<file path="config.mk">
export PLATFORM = sky130hd
export DESIGN_NAME = icache_dm
export DESIGN_NICKNAME = d
export VERILOG_FILES = /design/src/rtl/icache_dm.sv
export SDC_FILE = /design/constraint.sdc
export NUM_CORES = 1
export LEC_CHECK = 0
export CAP_MARGIN = 30
export CELL_PAD_IN_SITES_DETAIL_PLACEMENT = 1
export CELL_PAD_IN_SITES_GLOBAL_PLACEMENT = 2
export CORE_MARGIN = 5
export CORE_UTILIZATION = 48
export CTS_CLUSTER_DIAMETER = 150
export DETAILED_ROUTE_END_ITERATION = 10
export GPL_TIMING_DRIVEN = 1
export PLACE_DENSITY_LB_ADDON = 0.1
export SLEW_MARGIN = 20
export SYNTH_ARGS = -nofsm -noshare
export SYNTH_HDL_FRONTEND = slang
export SYNTH_SLANG_ARGS = --single-unit
</file>
<file path="constraint.sdc">
create_clock -name i_clk -period 6.5 [get_ports i_clk]
set_clock_uncertainty 0.2 [all_clocks]
set_input_delay 1.3 -clock i_clk [delete_from_list [all_inputs] [get_ports i_clk]]
set_output_delay 1.3 -clock i_clk [all_outputs]
set_load 0.03 [all_outputs]
</file>
<file path="src/rtl/icache_dm.sv">
// Direct-mapped, one-word-per-line instruction cache with a single outstanding
// refill on a req/gnt/rvalid bus. Hits are acknowledged combinationally.
//
// state   | meaning
// --------+-------------------------------------------------------------
// IDLE    | serving hits; a miss latches miss_pc and moves to REQ
// REQ     | o_bus_req high with miss address, waiting for i_bus_gnt
// WAIT    | address accepted, waiting for i_bus_rvalid to fill/bypass
module icache_dm #(
  parameter int INSTR_ADDR_WIDTH = 32,
  parameter int INSTR_WIDTH      = 32,
  parameter int INDEX_WIDTH      = 4
) (
  input  logic                        i_clk,
  input  logic                        i_arst_n,
  input  logic                        i_core_en,
  input  logic                        i_flush,
  input  logic                        i_read_req,
  input  logic [INSTR_ADDR_WIDTH-3:0] i_pc,
  output logic                        o_read_ack,
  output logic [INSTR_WIDTH-1:0]      o_instr,
  output logic                        o_bus_req,
  output logic [INSTR_ADDR_WIDTH-1:0] o_bus_addr,
  input  logic                        i_bus_gnt,
  input  logic                        i_bus_rvalid,
  input  logic [INSTR_WIDTH-1:0]      i_bus_rdata,
  output logic [15:0]                 o_miss_cnt
);

  localparam int PC_WIDTH  = INSTR_ADDR_WIDTH - 2;
  localparam int TAG_WIDTH = PC_WIDTH - INDEX_WIDTH;
  localparam int LINES     = 1 << INDEX_WIDTH;

  typedef enum logic [1:0] {
    ST_IDLE = 2'd0,
    ST_REQ  = 2'd1,
    ST_WAIT = 2'd2
  } state_t;

  state_t state_q, state_d;

  logic [LINES-1:0]       valid_q;
  logic [TAG_WIDTH-1:0]   tag_q  [LINES];
  logic [INSTR_WIDTH-1:0] data_q [LINES];

  logic [PC_WIDTH-1:0] miss_pc_q;
  logic                kill_q;
  logic [15:0]         miss_cnt_q;

  logic [INDEX_WIDTH-1:0] req_idx;
  logic [TAG_WIDTH-1:0]   req_tag;
  logic [INDEX_WIDTH-1:0] miss_idx;
  logic [TAG_WIDTH-1:0]   miss_tag;
  logic                   hit;
  logic                   start_miss;
  logic                   fill;

  assign req_idx  = i_pc[INDEX_WIDTH-1:0];
  assign req_tag  = i_pc[PC_WIDTH-1:INDEX_WIDTH];
  assign miss_idx = miss_pc_q[INDEX_WIDTH-1:0];
  assign miss_tag = miss_pc_q[PC_WIDTH-1:INDEX_WIDTH];

  assign hit = i_core_en & i_read_req & valid_q[req_idx] & (tag_q[req_idx] == req_tag);

  always_comb begin
    state_d    = state_q;
    o_read_ack = 1'b0;
    o_instr    = data_q[req_idx];
    o_bus_req  = 1'b0;
    start_miss = 1'b0;
    fill       = 1'b0;
    case (state_q)
      ST_IDLE: begin
        o_read_ack = hit & ~i_flush;
        if (i_core_en & i_read_req & ~hit & ~i_flush) begin
          start_miss = 1'b1;
          state_d    = ST_REQ;
        end
      end
      ST_REQ: begin
        o_bus_req = 1'b1;
        if (i_bus_gnt) begin
          state_d = ST_WAIT;
        end
      end
      ST_WAIT: begin
        if (i_bus_rvalid) begin
          state_d = ST_IDLE;
          // A flush in this cycle or any earlier one of this refill discards the beat.
          if (~kill_q & ~i_flush) begin
            fill = 1'b1;
            if (i_read_req & i_core_en & (i_pc == miss_pc_q)) begin
              o_read_ack = 1'b1;
              o_instr    = i_bus_rdata;
            end
          end
        end
      end
      default: state_d = ST_IDLE;
    endcase
  end

  assign o_bus_addr = {miss_pc_q, 2'b00};
  assign o_miss_cnt = miss_cnt_q;

  always_ff @(posedge i_clk or negedge i_arst_n) begin
    if (!i_arst_n) begin
      state_q    <= ST_IDLE;
      miss_pc_q  <= '0;
      kill_q     <= 1'b0;
      miss_cnt_q <= '0;
      valid_q    <= '0;
    end else begin
      state_q <= state_d;
      if (start_miss) begin
        miss_pc_q <= i_pc;
        if (miss_cnt_q != 16'hFFFF) begin
          miss_cnt_q <= miss_cnt_q + 16'd1;
        end
      end
      if (state_d == ST_IDLE) begin
        kill_q <= 1'b0;
      end else if (i_flush && state_q != ST_IDLE) begin
        kill_q <= 1'b1;
      end
      if (i_flush) begin
        valid_q <= '0;
      end else if (fill) begin
        valid_q[miss_idx] <= 1'b1;
      end
    end
  end

  // Tag and data arrays carry no reset; valid bits gate every use.
  always_ff @(posedge i_clk) begin
    if (fill) begin
      tag_q[miss_idx]  <= miss_tag;
      data_q[miss_idx] <= i_bus_rdata;
    end
  end

endmodule

</file>
==> reports/metrics.cfg, run 1 <==
[clocking]
root_buffer = clkbuf_16
cts.sinks = 993
cts.repair.resized = 0
cts_tree = done
cts_hold_buf = 0
cts_setup_buffers = 0
htreeDepth = 3
clockBufferDepth = 3
path_clk_slew_ns = 0.06
clk_latency_ns = 0.67
cts_buffers = 105

[synthesis]
ys_ff_latch = 993
syn_inst = 1865
synth_ff_type = edfxtp_1
synth_cell_types = 63
avgSynthCellArea_um2 = 21.3
async_flop_share = 0.0655
mappedNetlistArea_um2 = 39700
ys_warn_count = 0
ys_seq_area_frac = 0.743
synth-edff-count = 928

[timing]
tns_ns = 0
worstMarginPinSlew_ns = 1.09
fin_ws_ns = 0.190
slew_violations = 0
hold_viol_final = 0
post-route-period-util = 0.971
relSlewSlack = 0.266
fmax_mhz = 158
setup_viol = 0
rsz0062_at_grt = no
timing.hold.ws_ns = 0.295
finalCriticalPeriod_ns = 6.31

[place]
io_buffers = 148
place_ws_ns = 0.196
dpl.hpwl_um = 57900
routabilityCongestion = 0.849

[pwr]
comb_power_share = 0.088
power.leakage_uw = 0.0153
ir_worst_vdd_uv = 253
clkPwrFrac = 0.398
p_int_uw = 11300
p_switching_uw = 3540
powerDensity_nw_per_um2 = 318
sequentialPowerShare = 0.514
p_sw_frac = 0.239
p_total_uw = 14800

[layout]
diodes = 0
syn_to_final_growth_pct = 17.3
fillers = 6978
final_nets = 2177
drive_gt1_frac = 0.281

[floorplanning]
initial_core_util = 0.483
chipWidth_um = 298
die_area_um2 = 88600
die_y_um = 298
rows = 105
pin_count = 151
core_region_area_um2 = 82100

[global_routing]
antenna_found_initial = 3
grt.total_usage = 0.231
grt_max_degree = 88
grt_pass1_vias = 21500
grt_pass1_wl_um = 151000
grt.overflow.total = 0

[worst_setup_path]
critical_path.startpoint = i_pc[3]
rr_endpoint = miss_pc_q[14]
worstRegToRegCells = 10
slowest_delay_ns = 0.47
crit_slowest_cell = o31ai_1
path_class = in -> out
cp.arrival_ns = 4.81
r2r-start = tag_q[11][23]
rrSetupSlack_ns = 2.43
start_kind = input port
timing.critical_path.to = o_read_ack
cp-end-kind = output pin
worstPathMaxFanout = 43
required_ns = 5.00
crit_top_cell = buf_4
path_cells = buf_6 > buf_4 > nand2b_1 > o22ai_1 > nor3b_1 > a2111o_1 > o31ai_1 > nand2_1 > nor4b_1 > nand3_1 > o41ai_1 > buf_4 > buf_12

[routing]
drcViolationCount = 0
viasPerCell = 6.02
post_drt_wl_per_cell_um = 31.3
wirelength_um = 102000
drtIter0Drc = 1799
ant_nets = 0
num_vias = 19700
dr.pass1.iters = 5

[job]
maxCapViolCount = 0

[min_path]
hold_class = reg -> reg

[run_status]
status = finished, final reports clean

## cell usage after synthesis, types with 3 or more instances
master / number / share of area
o2111ai_1: 3 / 0.00066
a22oi_1: 15 / 0.0028
o21ba_2: 5 / 0.0013
a2111oi_0: 3 / 0.00066
mux2_2: 56 / 0.016
a221oi_1: 8 / 0.0018
nand2b_1: 12 / 0.0019
buf_2: 14 / 0.0018
nor3b_1: 5 / 0.00095
dfrtp_1: 65 / 0.041
o22ai_1: 11 / 0.0017
xnor2_1: 36 / 0.0079
a211oi_1: 4 / 0.00076
mux4_2: 243 / 0.14
mux2i_1: 74 / 0.019
buf_1: 27 / 0.0026
edfxtp_1: 928 / 0.70
xor2_1: 28 / 0.0062
a21oi_1: 8 / 0.0010
nor2b_1: 14 / 0.0022
nor4_1: 12 / 0.0019
buf_6: 15 / 0.0043
o31ai_1: 8 / 0.0015
a21o_1: 3 / 0.00057
clkbuf_1: 30 / 0.0028
nand3_1: 15 / 0.0019
nor2_1: 51 / 0.0048
buf_4: 11 / 0.0021
a22o_1: 3 / 0.00066
and2_1: 3 / 0.00047
nand2_1: 31 / 0.0029
nor3_1: 17 / 0.0021
o211ai_1: 4 / 0.00076
o221ai_1: 4 / 0.00088
inv_1: 18 / 0.0017
nand4_1: 11 / 0.0017
o21ai_0: 6 / 0.00076
nor4b_1: 5 / 0.0011
mux2_4: 28 / 0.011
## power by group through the flow
stage / logic, uW / registers [uW] / clock network (uW)
after floorplan: 609 / 7740 / 0
after global placement: 1300 / 7730 / 0
after detailed placement: 1320 / 7760 / 0
after CTS: 1320 / 7620 / 6030
after global routing: 1380 / 7650 / 6340
final: 1300 / 7620 / 5900
## flip-flops by register name (all words and copies together), names as in the netlist
signal	count
data_q	512
o_miss_cnt	16
miss_pc_q	30
state_q	2
tag_q	416
kill_q	1
valid_q	16
## metrics by stage
stage	util	cells	instance area, um^2
floorplan	-	1866	39700
global placement	0.525	3069	43100
detailed placement	0.526	3070	43200
CTS	0.567	3266	46600
global route	0.567	3266	46600
finish	0.567	3266	46600
## cells by family (layout without fill, tap and decap cells)
group | after synthesis | count (layout) | synth area share
other cells | 1 | 2 | 0.0000945
simple gates | 184 | 184 | 0.0238
mux | 401 | 401 | 0.183
compound gates | 105 | 105 | 0.0204
flops | 993 | 993 | 0.743
xor+xnor | 64 | 64 | 0.0141
fa+ha+maj | 1 | 1 | 0.000315
buf+inv | 116 | 446 | 0.0153
## critical path: cells and delay by family
kind,cells,cell delay [ns]
AO/OA/AOI/OAI,4,1.41
AND/OR/NAND/NOR,5,1.01
buffers and inverters,4,1.06
## worst min path at each step
stage / startpoint / end / slack, ns / cells after the start
4_1_cts: valid_q[15] / valid_q[15] / 0.30 / 2
5_1_grt: kill_q / kill_q / 0.33 / 1
3_3_place_gp: valid_q[15] / valid_q[15] / 0.27 / 2
3_5_place_dp: valid_q[15] / valid_q[15] / 0.28 / 2
6_report: valid_q[15] / valid_q[15] / 0.30 / 2
2_1_floorplan: valid_q[8] / valid_q[8] / 0.26 / 2
## routing by layer
metal  share of wire  track usage  wire, um  vias to the layer above
li1                -            -         -                     8251
met1            0.42        0.317     42500                    10700
met2            0.51        0.389     51900                      595
met3           0.048       0.0355      4900                      165
met4           0.029       0.0669      2960                        4
met5         0.00034            0        35                        -
## final cells by class
type                       instances  area, um^2  share of cell area
timing repair buffer             231        2500              0.0538
clock inverter                    57         561              0.0120
sequential                       993       29500               0.633
tap                             1070        1340              0.0288
multi-input combinational        757        9750               0.209
clock buffer                     139        2850              0.0612
inverter                          19        71.3             0.00153
## layout by cell type (no fill, tap or decap), types with 31 or more instances in the layout
cell               n
buf_12            35
dfrtp_1           65
edfxtp_1         928
mux4_2           243
nand2_1           31
mux2i_1           74
clkbuf_16        107
buf_4             75
mux2_2            56
xnor2_1           36
clkdlybuf4s50_1  117
nor2_1            39
No activity file was read; power rests on OpenSTA's default activity.
==> run 2, diff against run 1 <==
- MAX_ROUTING_LAYER: default -> met4
- SKIP_CTS_REPAIR_TIMING: default -> 1
==> reports/metrics.cfg, run 2 (synthesized netlist as in run 1, its figures left out) <==
[run_status]
status = finished, final reports clean

[routing]
wirelength_um = 102000  ; about the same
drtIter0Drc = 1681  ; -6.6%
ant_nets = 0  ; unchanged
post_drt_wl_per_cell_um = 31.3  ; about the same
num_vias = 19700  ; +0.046%
viasPerCell = 6.02  ; about the same
dr.pass1.iters = 5  ; unchanged
drcViolationCount = 0  ; unchanged

[timing]
relSlewSlack = 0.264  ; -0.00222
worstMarginPinSlew_ns = 1.09  ; +0.00329 ns
fmax_mhz = 159  ; +0.13%
tns_ns = 0  ; unchanged
post-route-period-util = 0.969  ; -0.00131
slew_violations = 0  ; unchanged
timing.hold.ws_ns = 0.294  ; -0.00151 ns
setup_viol = 0  ; unchanged
finalCriticalPeriod_ns = 6.30  ; -0.00849 ns
hold_viol_final = 0  ; unchanged
rsz0062_at_grt = no

[clocking]
root_buffer = clkbuf_16
htreeDepth = 3  ; unchanged
cts_buffers = 105  ; unchanged
path_clk_slew_ns = 0.06  ; about the same
cts.sinks = 993  ; unchanged
cts_tree = done
clockBufferDepth = 3  ; unchanged
clk_latency_ns = 0.67  ; about the same

[global_routing]
antenna_found_initial = 4  ; +1
grt_pass1_vias = 21500  ; +0.0093%
grt_max_degree = 88  ; unchanged
grt_pass1_wl_um = 151000  ; unchanged
grt.overflow.total = 0  ; unchanged
grt.total_usage = 0.238  ; +0.00704

[worst_setup_path]
worstPathMaxFanout = 13  ; -70%
path_class = in -> out
start_kind = input port
required_ns = 5.00  ; about the same
cp.arrival_ns = 4.80  ; about the same
cp-end-kind = output pin

[pwr]
powerDensity_nw_per_um2 = 318  ; about the same
p_sw_frac = 0.239  ; about the same
clkPwrFrac = 0.398  ; about the same
p_int_uw = 11300  ; about the same
power.leakage_uw = 0.0153  ; unchanged
ir_worst_vdd_uv = 253  ; -0.14%
p_switching_uw = 3540  ; about the same
comb_power_share = 0.088  ; about the same
sequentialPowerShare = 0.514  ; about the same

[layout]
multi_input_area_um2 = 9750  ; unchanged
final-seq-area_um2 = 29500  ; unchanged
largest_register_ffs = 512  ; unchanged
final_cell_mix = edfxtp_1 (928), mux4_2 (243), clkdlybuf4s50_1 (117), clkbuf_16 (107), buf_4 (75)
top_regs = data_q: 512 flops, tag_q: 416 flops, miss_pc_q: 30 flops
final_nets = 2177  ; unchanged
largest-register = data_q
layout_commonest_cell = edfxtp_1
fillers = 6981  ; +0.043%
syn_to_final_growth_pct = 17.3  ; about the same
drive_gt1_frac = 0.281  ; unchanged

[job]
maxCapViolCount = 0  ; unchanged

[floorplanning]
die_area_um2 = 88600  ; unchanged
initial_core_util = 0.483  ; unchanged
chipWidth_um = 298  ; unchanged
pin_count = 151  ; unchanged
core_region_area_um2 = 82100  ; unchanged
die_y_um = 298  ; unchanged
rows = 105  ; unchanged

[place]
routabilityCongestion = 0.863  ; +1.6%
dpl.hpwl_um = 57900  ; unchanged
io_buffers = 148  ; unchanged

[min_path]
hold_class = reg -> reg

## run 2: cell count changes in the layout (fill, tap and decap cells not counted)
cell and delta:
diode_2 +3
## run 2: path summary, 6_finish.rpt
kind | startpoint | to | slack, ns | cells past startpoint
max | i_pc[20] | o_instr[4] | 0.20 | 9
max in group asynchronous | i_arst_n | miss_pc_q[16] | 5.12 | 2
min | valid_q[15] | valid_q[15] | 0.29 | 2
min reg2reg | valid_q[15] | valid_q[15] | 0.29 | 2
max reg2reg | tag_q[11][23] | miss_pc_q[16] | 2.42 | 10
min in group asynchronous | i_arst_n | o_miss_cnt[11] | 0.38 | 1
## run 2: power groups by stage
stage / Combinational [uW] / Sequential, uW / Clock (uW)
after floorplan: 609 / 7740 / 0
after global placement: 1300 / 7730 / 0
after detailed placement: 1320 / 7760 / 0
after CTS: 1320 / 7620 / 6030
after global routing: 1380 / 7650 / 6340
final: 1300 / 7620 / 5900
## run 2: area by class of cell
class	instances	area share
sequential	993	0.633
multi-input combinational	757	0.209
clock buffer	139	0.0611
timing repair buffer	231	0.0538
tap	1070	0.0287
clock inverter	57	0.0120
inverter	19	0.00153
antenna	3	0.000161
## run 2: routing by layer
layer  GRT usage  up-vias  share of wire
met5           -        -              0
met4      0.0672        0          0.029
met3      0.0366      181          0.051
met2       0.389      641           0.51
met1       0.316    10600           0.41
li1            -     8256              -
## run 2: stage by stage
step,util,cells,setup WS [ns],area [um^2],total power [uW]
after detailed placement,0.526,3070,0.196,43200,9080
after global placement,0.525,3069,0.123,43100,9030
after CTS,0.567,3266,0.158,46600,15000
after global routing,0.567,3269,0.00476,46600,15400
final,0.567,3269,0.198,46600,14800
after floorplan,-,1866,0.309,39700,8350
## run 2: worst max-delay path: stages
cell and delay (ns):
clkdlybuf4s50_1 0.61, xor2_1 0.21, nor4_1 0.97, nand2_1 0.18, nor2_1 0.16, nand3_2 0.14, buf_4 0.29, mux2_2 0.25
clkdlybuf4s50_1 0.67
==> run 3, diff against run 2 <==
- clock period: 6.5 -> 6.4 ns (I/O delays scaled with it)
==> reports/metrics.cfg, run 3 (synthesized netlist as in run 1, its figures left out) <==
[run_status]
status = finished, final reports clean

[pwr]
p_int_uw = 11300  ; +0.30%
powerDensity_nw_per_um2 = 320  ; +0.46%
ir_worst_vdd_uv = 253  ; about the same
comb_power_share = 0.092  ; +0.004
p_sw_frac = 0.239  ; +0.000556
p_switching_uw = 3560  ; +0.60%
power.leakage_uw = 0.0152  ; -0.31%
clkPwrFrac = 0.390  ; -0.008
sequentialPowerShare = 0.518  ; +0.004

[routing]
drcViolationCount = 0  ; unchanged
post_drt_wl_per_cell_um = 31.8  ; +1.7%
drtIter0Drc = 1705  ; +1.4%
num_vias = 19800  ; +0.84%
dr.pass1.iters = 5  ; unchanged
viasPerCell = 6.09  ; +1.2%
ant_nets = 0  ; unchanged
wirelength_um = 104000  ; +1.3%

[timing]
relSlewSlack = 0.406  ; +0.143
hold_viol_final = 0  ; unchanged
setup_viol = 0  ; unchanged
tns_ns = 0  ; unchanged
fin_ws_ns = 0.186  ; -0.0121 ns
slew_violations = 0  ; unchanged
finalCriticalPeriod_ns = 6.21
rsz0062_at_grt = no
fmax_mhz = 161
post-route-period-util = 0.971
worstMarginPinSlew_ns = 0.890  ; -0.204 ns

[worst_setup_path]
cp-end-kind = output pin
worstPathMaxFanout = 46  ; +33
path_class = in -> out
start_kind = input port
cp.arrival_ns = 4.73  ; -0.07 ns
required_ns = 4.92  ; -0.08 ns

[floorplanning]
rows = 105  ; unchanged
pin_count = 151  ; unchanged
die_y_um = 298  ; unchanged
die_area_um2 = 88600  ; unchanged
initial_core_util = 0.483  ; unchanged
chipWidth_um = 298  ; unchanged
core_region_area_um2 = 82100  ; unchanged

[place]
io_buffers = 148  ; unchanged
dpl.hpwl_um = 59800  ; +3.2%
routabilityCongestion = 0.879  ; +1.8%
place_ws_ns = 0.167  ; -0.0285 ns

[global_routing]
grt_max_degree = 77  ; -13%
grt_pass1_wl_um = 152000  ; +1.0%
grt.total_usage = 0.241  ; +0.00288
antenna_found_initial = 3  ; -1
grt.overflow.total = 0  ; unchanged
grt_pass1_vias = 21400  ; -0.26%

[min_path]
hold_class = reg -> reg

[layout]
largest_register_ffs = 512  ; unchanged
layout_commonest_cell = edfxtp_1
drive_gt1_frac = 0.274  ; -0.00612
post-route-util = 0.567  ; about the same
final_nets = 2170  ; -0.32%
syn_to_final_growth_pct = 17.2  ; about the same
largest-register = data_q
final_cell_mix = edfxtp_1 (928), mux4_2 (243), clkdlybuf4s50_1 (117), clkbuf_16 (105), mux2i_1 (74)
top_regs = data_q: 512 flops, tag_q: 416 flops, miss_pc_q: 30 flops

[clocking]
path_clk_slew_ns = 0.06  ; about the same
cts.sinks = 993  ; unchanged
cts_tree = done
clockBufferDepth = 3  ; unchanged
cts_buffers = 102  ; -2.9%
htreeDepth = 3  ; unchanged
clk_latency_ns = 0.67  ; about the same
root_buffer = clkbuf_16

[job]
maxCapViolCount = 0  ; unchanged

## run 3: cell count changes in the layout (fill, tap and decap cells not counted), moves of 3 or more
cell,before,now
buf_12,35,43
clkinv_2,19,13
clkbuf_1,27,30
clkinvlp_4,6,1
buf_4,75,62
## run 3: layout make-up
| type | instances | area [um^2] |
|---|---|---|
| inverters | 19 | 71.3 |
| diodes | 3 | 7.51 |
| fillers | 6939 | 35600 |
| well taps | 1070 | 1340 |
| clock inverters | 48 | 475 |
| clock buffers | 139 | 2800 |
| repair buffers | 227 | 2590 |
| multi-input cells | 757 | 9760 |
| flip-flops and latches | 993 | 29500 |
## run 3: routing by layer
| layer | up-vias | global-route usage | share of wire |
|---|---|---|---|
| met5 | - | - | 0 |
| met4 | 0 | 0.0606 | 0.025 |
| met3 | 159 | 0.0374 | 0.052 |
| met2 | 616 | 0.395 | 0.51 |
| met1 | 10800 | 0.322 | 0.42 |
| li1 | 8258 | - | - |
## run 3: path summary, 6_finish.rpt
check | from | endpoint | slack, ns | depth (start not counted)
setup / recovery | i_pc[1] | o_read_ack | 0.19 | 14
setup reg to reg | tag_q[10][10] | miss_pc_q[1] | 2.51 | 9
min in group asynchronous | i_arst_n | o_miss_cnt[10] | 0.38 | 1
max in group asynchronous | i_arst_n | miss_pc_q[0] | 5.01 | 2
hold / removal | o_miss_cnt[5] | o_miss_cnt[5] | 0.30 | 1
hold reg to reg | o_miss_cnt[5] | o_miss_cnt[5] | 0.30 | 1
## run 3: worst max-delay path: stages
cell and delay [ns]:
buf_8 0.35, buf_12 0.24, buf_4 0.32, mux4_2 0.28
nand2_1 0.07, nand4_1 0.21, o31ai_1 0.13, a2111oi_0 0.52
nand3_1 0.14, nor3_1 0.20, nand3_1 0.25, o41ai_1 0.36
buf_4 0.19, buf_12 0.11
## run 3: power by group through the flow
stage	Sequential (uW)	Combinational, uW	Clock [uW]
floorplan	7860	618	0
detailed placement	7840	1380	0
global route	7730	1440	6210
CTS	7710	1390	5910
finish	7710	1370	5800
global placement	7820	1360	0
## run 3: stage by stage
stage / total power [uW] / std cells / hold slack, ns / cell area, um^2
after floorplan: 8480 / 1866 / 0.258 / 39700
after global placement: 9180 / 3061 / 0.283 / 43100
after detailed placement: 9220 / 3066 / 0.284 / 43200
after CTS: 15000 / 3253 / 0.304 / 46500
after global routing: 15400 / 3256 / 0.314 / 46500
final: 14900 / 3256 / 0.302 / 46500
